<file path="src/rtl/fetch_unit.sv">
// RV32I instruction fetch stage: owns the PC, issues in-order word fetches under a
// credit limit, buffers responses for decode and discards stale responses after a redirect.
module fetch_unit #(
  parameter logic [31:0] RESET_PC = 32'h0000_0000,
  parameter int          DEPTH    = 2
) (
  input  logic        clk,
  input  logic        rst_n,
  input  logic        redirect_valid,
  input  logic [31:0] redirect_pc,
  output logic        imem_req_valid,
  input  logic        imem_req_ready,
  output logic [31:0] imem_req_addr,
  input  logic        imem_rsp_valid,
  input  logic [31:0] imem_rsp_data,
  output logic        if_valid,
  input  logic        if_ready,
  output logic [31:0] if_pc,
  output logic [31:0] if_instr,
  output logic [6:0]  if_opcode
);

  localparam int CW = $clog2(DEPTH + 1);
  localparam int IW = (DEPTH > 1) ? $clog2(DEPTH) : 1;
  localparam logic [CW:0] DEPTH_W = DEPTH[CW:0];

  typedef enum logic [1:0] {
    BOOT  = 2'd0,
    RUN   = 2'd1,
    FLUSH = 2'd2
  } state_e;

  state_e        state_q, state_d;
  logic [31:0]   fetch_pc_q, fetch_pc_d;
  logic [CW-1:0] occ_q, occ_d;
  logic [CW-1:0] out_q, out_d;
  logic [CW-1:0] drop_q, drop_d;
  logic [IW-1:0] head_q, head_d, tail_q, tail_d;
  logic [IW-1:0] pq_head_q, pq_head_d, pq_tail_q, pq_tail_d;

  logic [31:0]   buf_pc_q    [DEPTH];
  logic [31:0]   buf_pc_d    [DEPTH];
  logic [31:0]   buf_instr_q [DEPTH];
  logic [31:0]   buf_instr_d [DEPTH];
  logic [31:0]   pq_q        [DEPTH];
  logic [31:0]   pq_d        [DEPTH];

  logic [CW:0]   credit_used;
  logic          req_fire;
  logic          rsp_take;
  logic          rsp_push;
  logic          rsp_drop;
  logic          pop;

  function automatic logic [IW-1:0] ptr_inc(input logic [IW-1:0] p);
    if (p == IW'(DEPTH - 1)) return '0;
    return p + IW'(1);
  endfunction

  // A same-cycle pop frees its slot, so a 1-cycle memory streams at full rate.
  always_comb begin
    pop            = (occ_q != '0) && if_ready;
    credit_used    = {1'b0, occ_q} + {1'b0, out_q} - {{CW{1'b0}}, pop};
    imem_req_valid = (state_q == RUN) && !redirect_valid && (credit_used < DEPTH_W);
    req_fire       = imem_req_valid && imem_req_ready;
    rsp_take       = imem_rsp_valid && (out_q != '0);
    rsp_drop       = rsp_take && (drop_q != '0);
    rsp_push       = rsp_take && (drop_q == '0) && (state_q == RUN) && !redirect_valid;
  end

  assign imem_req_addr = fetch_pc_q;
  assign if_valid      = (occ_q != '0);
  assign if_pc         = if_valid ? buf_pc_q[head_q] : 32'h0;
  assign if_instr      = if_valid ? buf_instr_q[head_q] : 32'h0;
  assign if_opcode     = if_instr[6:0];

  always_comb begin
    fetch_pc_d  = fetch_pc_q;
    head_d      = head_q;
    tail_d      = tail_q;
    pq_head_d   = pq_head_q;
    pq_tail_d   = pq_tail_q;
    buf_pc_d    = buf_pc_q;
    buf_instr_d = buf_instr_q;
    pq_d        = pq_q;

    if (req_fire) begin
      fetch_pc_d      = fetch_pc_q + 32'd4;
      pq_d[pq_tail_q] = fetch_pc_q;
      pq_tail_d       = ptr_inc(pq_tail_q);
    end
    if (rsp_take) begin
      pq_head_d = ptr_inc(pq_head_q);
    end
    out_d = out_q + CW'(req_fire) - CW'(rsp_take);

    if (rsp_push) begin
      buf_pc_d[tail_q]    = pq_q[pq_head_q];
      buf_instr_d[tail_q] = imem_rsp_data;
      tail_d              = ptr_inc(tail_q);
    end
    if (pop) begin
      head_d = ptr_inc(head_q);
    end
    occ_d  = occ_q + CW'(rsp_push) - CW'(pop);
    drop_d = rsp_drop ? (drop_q - CW'(1)) : drop_q;

    // Everything still in flight after this cycle belongs to the old path.
    if (redirect_valid) begin
      fetch_pc_d = redirect_pc & ~32'd3;
      occ_d      = '0;
      head_d     = '0;
      tail_d     = '0;
      drop_d     = out_d;
    end
  end

  always_comb begin
    state_d = state_q;
    case (state_q)
      BOOT:    state_d = RUN;
      RUN:     if (redirect_valid && (drop_d != '0)) state_d = FLUSH;
      FLUSH:   if (!redirect_valid && (drop_d == '0)) state_d = RUN;
      default: state_d = BOOT;
    endcase
  end

  always_ff @(posedge clk or negedge rst_n) begin
    if (!rst_n) begin
      state_q    <= BOOT;
      fetch_pc_q <= RESET_PC;
      occ_q      <= '0;
      out_q      <= '0;
      drop_q     <= '0;
      head_q     <= '0;
      tail_q     <= '0;
      pq_head_q  <= '0;
      pq_tail_q  <= '0;
    end else begin
      state_q    <= state_d;
      fetch_pc_q <= fetch_pc_d;
      occ_q      <= occ_d;
      out_q      <= out_d;
      drop_q     <= drop_d;
      head_q     <= head_d;
      tail_q     <= tail_d;
      pq_head_q  <= pq_head_d;
      pq_tail_q  <= pq_tail_d;
    end
  end

  // Storage is qualified by the pointers and counters, so it needs no reset.
  always_ff @(posedge clk) begin
    buf_pc_q    <= buf_pc_d;
    buf_instr_q <= buf_instr_d;
    pq_q        <= pq_d;
  end

endmodule

</file>
<file path="config.mk">
export PLATFORM = sky130hd
export DESIGN_NAME = fetch_unit
export DESIGN_NICKNAME = d
export VERILOG_FILES = /design/src/rtl/fetch_unit.sv
export SDC_FILE = /design/constraint.sdc
export NUM_CORES = 1
export LEC_CHECK = 0
export ABC_AREA = 1
export ABC_CLOCK_PERIOD_IN_PS = 9000
export CAP_MARGIN = 20
export CORE_ASPECT_RATIO = 2
export CORE_MARGIN = 4
export CORE_UTILIZATION = 50
export DETAILED_ROUTE_END_ITERATION = 7
export GPL_ROUTABILITY_DRIVEN = 0
export PLACE_DENSITY_LB_ADDON = 0.12
export SLEW_MARGIN = 20
export SYNTH_ARGS = -nofsm -noshare
export SYNTH_HDL_FRONTEND = slang
export SYNTH_SLANG_ARGS = --single-unit
</file>
<file path="constraint.sdc">
create_clock -name clk -period 9 [get_ports clk]
set_input_delay 2.7 -clock clk [delete_from_list [all_inputs] [get_ports clk]]
set_output_delay 2.7 -clock clk [all_outputs]
set_load 0.01 [all_outputs]
</file>
* Word level (Yosys, flattened, before mapping) *
Cells that the tools add are included.

storage, ports and cells
  register bits = 236
  bits in latches = 0
  memories kept = 0
  RAM bits = 0
  memory bits (read-only) = 0
  output and inout port bits = 105
  bits of input ports = 70

cells by class
  $add $sub $neg = 12
  bitwise operators = 4
  magnitude comparators = 7
  equal/unequal tests = 4
  shifts and indexed selects = 0
  muxes and demuxes = 46
  div/mod/pow operators = 0
  $mul = 0
  reductions and logical operators = 25

operators with widths
  cell                                                        number
  2-to-1 mux 32 bit                                           15
  bitwise mux 64 bit                                          3
  demux 32 bit (select 1 bit)                                 2
  adder 32 x 3 -> 32 bit, second input constant               1
  2-to-1 mux 1 bit                                            20
  nonzero test 2 bit                                          7
  logical AND 1 bit                                           13
  2-to-1 mux 2 bit                                            5
  greater-or-equal comparator 2 bit, second input constant    4
  NOT 1 -> 2 bit                                              4
  zero test 2 bit                                             3
  case mux 2 bit (3 select lines)                             1
  adder 1 bit, second input constant                          4
  adder 2 x 1 -> 2 bit                                        2
  less-than comparator 2 x 1 -> 1 bit, second input constant  2
  subtractor 2 x 1 -> 2 bit                                   2
  adder 2 x 2 -> 3 bit                                        1
  less-than comparator 3 x 2 -> 1 bit, second input constant  1
  subtractor 3 x 1 -> 3 bit                                   1
  == test 2 x 1 -> 1 bit, second input constant               1
  == test 2 bit, second input constant                        1
  != test 2 x 1 -> 1 bit, second input constant               1
  != test 2 bit, second input constant                        1
  AND reduction 2 bit                                         1
  2 further kinds                                             2

* Longest topological paths before layout *
  word-level depth = 13
  depth in mapped cells = 21
  depth with buffers taken out = 20

* Worst setup path before layout *
OpenSTA, ideal clock, no wires.

  path kind = input -> register
  from = in redirect_valid
  to = reg buf_instr_q[0] (netlist bit) (enable)
  data required time = 8.365 ns
  path buffers = 2
  cell stages on the path = 5
  arrival = 9.096 ns
  path slack = -0.732 ns
  library setup time = 0.635 ns
  cell sequence = buf_2 -> inv_1 -> buf_2 -> nand2_1 -> nor4_1

between the ends
  longest elaborated chain between the ends = 2

ends and longest elaborated chain
  what                  line  source
  start, declared       9     input logic redirect_valid,
  zero test 1 bit       68    rsp_push = rsp_take && (drop_q == '0) && (state_q == RUN) && !redirect_valid;
  logical AND 1 bit     68
  end signal, assigned  155   buf_instr_q <= buf_instr_d;
  end, declared         43    logic [31:0] buf_instr_q [DEPTH];

Every way passes these cells.
A chain may end at the register's enable or synchronous reset.

* Worst setup path in the final report *
  from = in if_ready
  to = out imem_req_valid

between the ends
  longest elaborated chain between the ends = 4

ends and longest elaborated chain
  what                                 line  source
  start, declared                      17    input logic if_ready,
  logical AND 1 bit                    62    pop = (occ_q != '0) && if_ready;
  subtractor 3 x 1 -> 3 bit            63    credit_used = {1'b0, occ_q} + {1'b0, out_q} - {{CW{1'b0}}, pop};
  less-than comparator 3 x 2 -> 1 bit  64    imem_req_valid = (state_q == RUN) && !redirect_valid && (credit_used < DEPTH_W);
  logical AND 1 bit                    64
  end, declared                        11    output logic imem_req_valid,

Every way passes these cells.

==> results.sh <==
export IMPL_outcome="complete, no violations"
export IMPL_final_max_slew_viol_count=0
export IMPL_synthSimpleGateAreaFrac_pct=22.8
export IMPL_rsz0062_at_grt="no"
export IMPL_die_x_um=107
export IMPL_async_flop_share_pct=18.6
export IMPL_slew_limit_headroom_pct=33.8
export IMPL_critical_path_class="in -> out"
export IMPL_root_buffer="clkbuf_16"
export IMPL_grt_antenna_before_repair=0
export IMPL_overflow=0
export IMPL_layout_worst_path_cycle_share_pct=85.1
export IMPL_setup_tns_final_ns=0
export IMPL_crit_path_end_kind="primary output"
export IMPL_synth_avg_cell_area_um2=10.2
export IMPL_ir_drop_mv=0.159
export IMPL_first_pass_iters=4
export IMPL_ys_seq_area_share_pct=66.5
export IMPL_insertion_delay_ns=0.49
export IMPL_port_buffer_count=168
export IMPL_setup_viol=0
export IMPL_drt_wl_total_um=21700
export IMPL_worstPathArrival_ns=4.96
export IMPL_clock_sinks=226
export IMPL_hold_path_class="reg -> reg"
export IMPL_drive_gt1_share_pct=6.04
export IMPL_grt_pass1_wl_um=34500
export IMPL_start_kind="primary input"
export IMPL_synth_compound_area_share_pct=3.86
export IMPL_grt_usage_pct=19.7
export IMPL_cts_made_buffers=20
export IMPL_power_leakage_nw=4.85
export IMPL_grt_pass1_vias=6876
export IMPL_synth_distinct_cells=35
export IMPL_postCtsResizedCells=0
export IMPL_power_density_nw_per_um2=238
export IMPL_synth_fa_ha_area_share_pct=1.09
export IMPL_n_fill_cell=1614
export IMPL_maxCapViolCount=0
export IMPL_synth_top_area_share_pct=55.9
export IMPL_crit_chain="clkdlybuf4s50_1, nand2_1, nor2_1, o21ai_1, fa_1, inv_1, nor3_2, nand2_1, inv_1, clkdlybuf4s50_1"
export IMPL_cts_setup_buffers=0
export IMPL_core_um2=19400
export IMPL_worst_path_largest_cell_delay_ns=0.52
export IMPL_io_pins=175
export IMPL_instances_no_fill=1401
export IMPL_synthMuxAreaShare_pct=0
export IMPL_path_max_fanout=4
export IMPL_cts_tree="done"
export IMPL_drtIter0Drc=363
export IMPL_min_period_ns=7.66
export IMPL_synthTopCellsByArea="edfxtp_1 (56%), nand2_1 (16%), dfrtp_1 (11%)"
export IMPL_fmax_mhz=131
export IMPL_grt_max_degree=64
export IMPL_skew_ns=0.0132
export IMPL_crit_slowest_cell="clkdlybuf4s50_1"
export IMPL_vias_per_cell=4.96
export IMPL_antenna_cells=0
export IMPL_cts_buffer_depth=3
export IMPL_synthMostInstantiatedCell="nand2_1"
export IMPL_synth_ff_type="edfxtp_1"
export IMPL_ys_ff_latch=226
export IMPL_nets=1206
export IMPL_hold_slack_ns=0.527
export IMPL_finalHoldViolCount=0
export IMPL_finalPower_mw=2.97
export IMPL_yosys_top_cells_count="nand2_1 (417), edfxtp_1 (184), a21oi_1 (64)"
export IMPL_wire_per_inst_um=15.5
export IMPL_synth_edf_count=184
export IMPL_yosysWarnings=0
export IMPL_yosys_area_share_xor_xnor_pct=1.33
export IMPL_drc_errors=0
export IMPL_die_area_um2=22200
export IMPL_place_hpwl_um=14600
export IMPL_htree_levels=1
export IMPL_std_cell_rows=72
export IMPL_clk_pin_slew_ns=0.07
export IMPL_synth_top_family_by_area="simple AND/OR/NAND/NOR gates"
export IMPL_crit_required_ns=6.30
export IMPL_ctsHoldBuffers=0
export IMPL_ant_nets=0
export IMPL_worst_pin_slew_ns=0.993
export IMPL_placed_cells=1365
export IMPL_synthCells=974
export IMPL_vias=6954
export IMPL_syn_to_final_growth_pct=25.8
export IMPL_start_util_pct=51.1
export IMPL_syn_area_um2=9890
export IMPL_yosysTopAreaCell="edfxtp_1"
export IMPL_die_h_um=207
## layout by cell type (no fill, tap or decap), drive strengths merged, types with 3 or more instances in the layout
cell type        n
a21oi           64
buf              9
bufinv           3
clkbuf          27
clkdlybuf4s50  167
clkinv           6
conb             4
dfrtp           42
edfxtp         184
ha               7
inv             51
nand2          423
nand3           44
nand3b          11
nand4            6
nor2            61
o21ai            5
o21bai           3
xnor2            7
xor2             8
## path summary, 6_finish.rpt
| check | cells past startpoint | to | slack, ns | from |
|---|---|---|---|---|
| setup / recovery | 10 | imem_req_valid | 1.34 | if_ready |
| hold / removal | 2 | buf_pc_q[12] | 0.53 | pq_q[44] |
| setup reg to reg | 20 | state_q[1] | 4.61 | occ_q[1] |
| hold reg to reg | 2 | buf_pc_q[12] | 0.53 | pq_q[44] |
| max in group asynchronous | 1 | head_q | 6.36 | rst_n |
| min in group asynchronous | 1 | state_q[1] | 2.21 | rst_n |
## per-layer routing
metal  up-vias  part of all wire (%)  wire [um]  GRT usage [%]
met3        61                   4.7       1030           2.52
met1      3189                    37       7940           21.5
met2       204                    53      11600           36.4
li1       3500                     -          -              -
met4         0                   5.4       1170           10.6
met5         -                     0          0              0
## final cells by class
class / instances / area [um2] / share of cell area [%]
sequential: 226 / 6580 / 52.9
tap: 259 / 324 / 2.60
multi-input combinational: 652 / 2920 / 23.5
clock buffer: 27 / 558 / 4.48
clock inverter: 9 / 126 / 1.02
timing repair buffer: 176 / 1740 / 14.0
inverter: 52 / 196 / 1.58
## registers in the layout (all words and copies together) (netlist names)
name and count:
imem_req_addr 30, pq_tail_q 1, drop_q 2, head_q 1, buf_pc_q 60, out_q 2, occ_q 2, state_q 2
tail_q 1, buf_instr_q 64, pq_head_q 1, pq_q 60
## per-stage QoR
stage	setup slack [ns]	utilization, %	area (um2)
finish	1.34	64.3	12400
CTS	1.31	64.2	12400
global placement	1.34	60.7	11800
detailed placement	1.34	60.7	11800
global route	1.11	64.3	12400
floorplan	1.83	-	9910
## cells by family (layout without fill, tap and decap cells)
logic type / count (synthesis) / after routing
and+or+nand+nor: 551 / 551
DFF: 226 / 226
buffers and inverters: 99 / 264
AOI/OAI and AO/OA: 74 / 74
xor gates and xnor gates: 15 / 15
adders and majority gates: 8 / 8
other: 1 / 4
## where the power goes
group	internal [mW]	leakage (nW)	total, mW	switching (mW)
Sequential	1.26	2.17	1.36	0.0969
Combinational	0.304	2.34	0.731	0.427
Clock	0.524	0.334	0.879	0.355
Total	2.09	4.85	2.97	0.880
## critical path: cells and delay by family
family	cells	cell delay [ns]
buf+inv	4	1.08
simple gates	4	0.56
compound gates	1	0.11
fa+ha+maj	1	0.49
No activity file was read; power rests on OpenSTA's default activity.
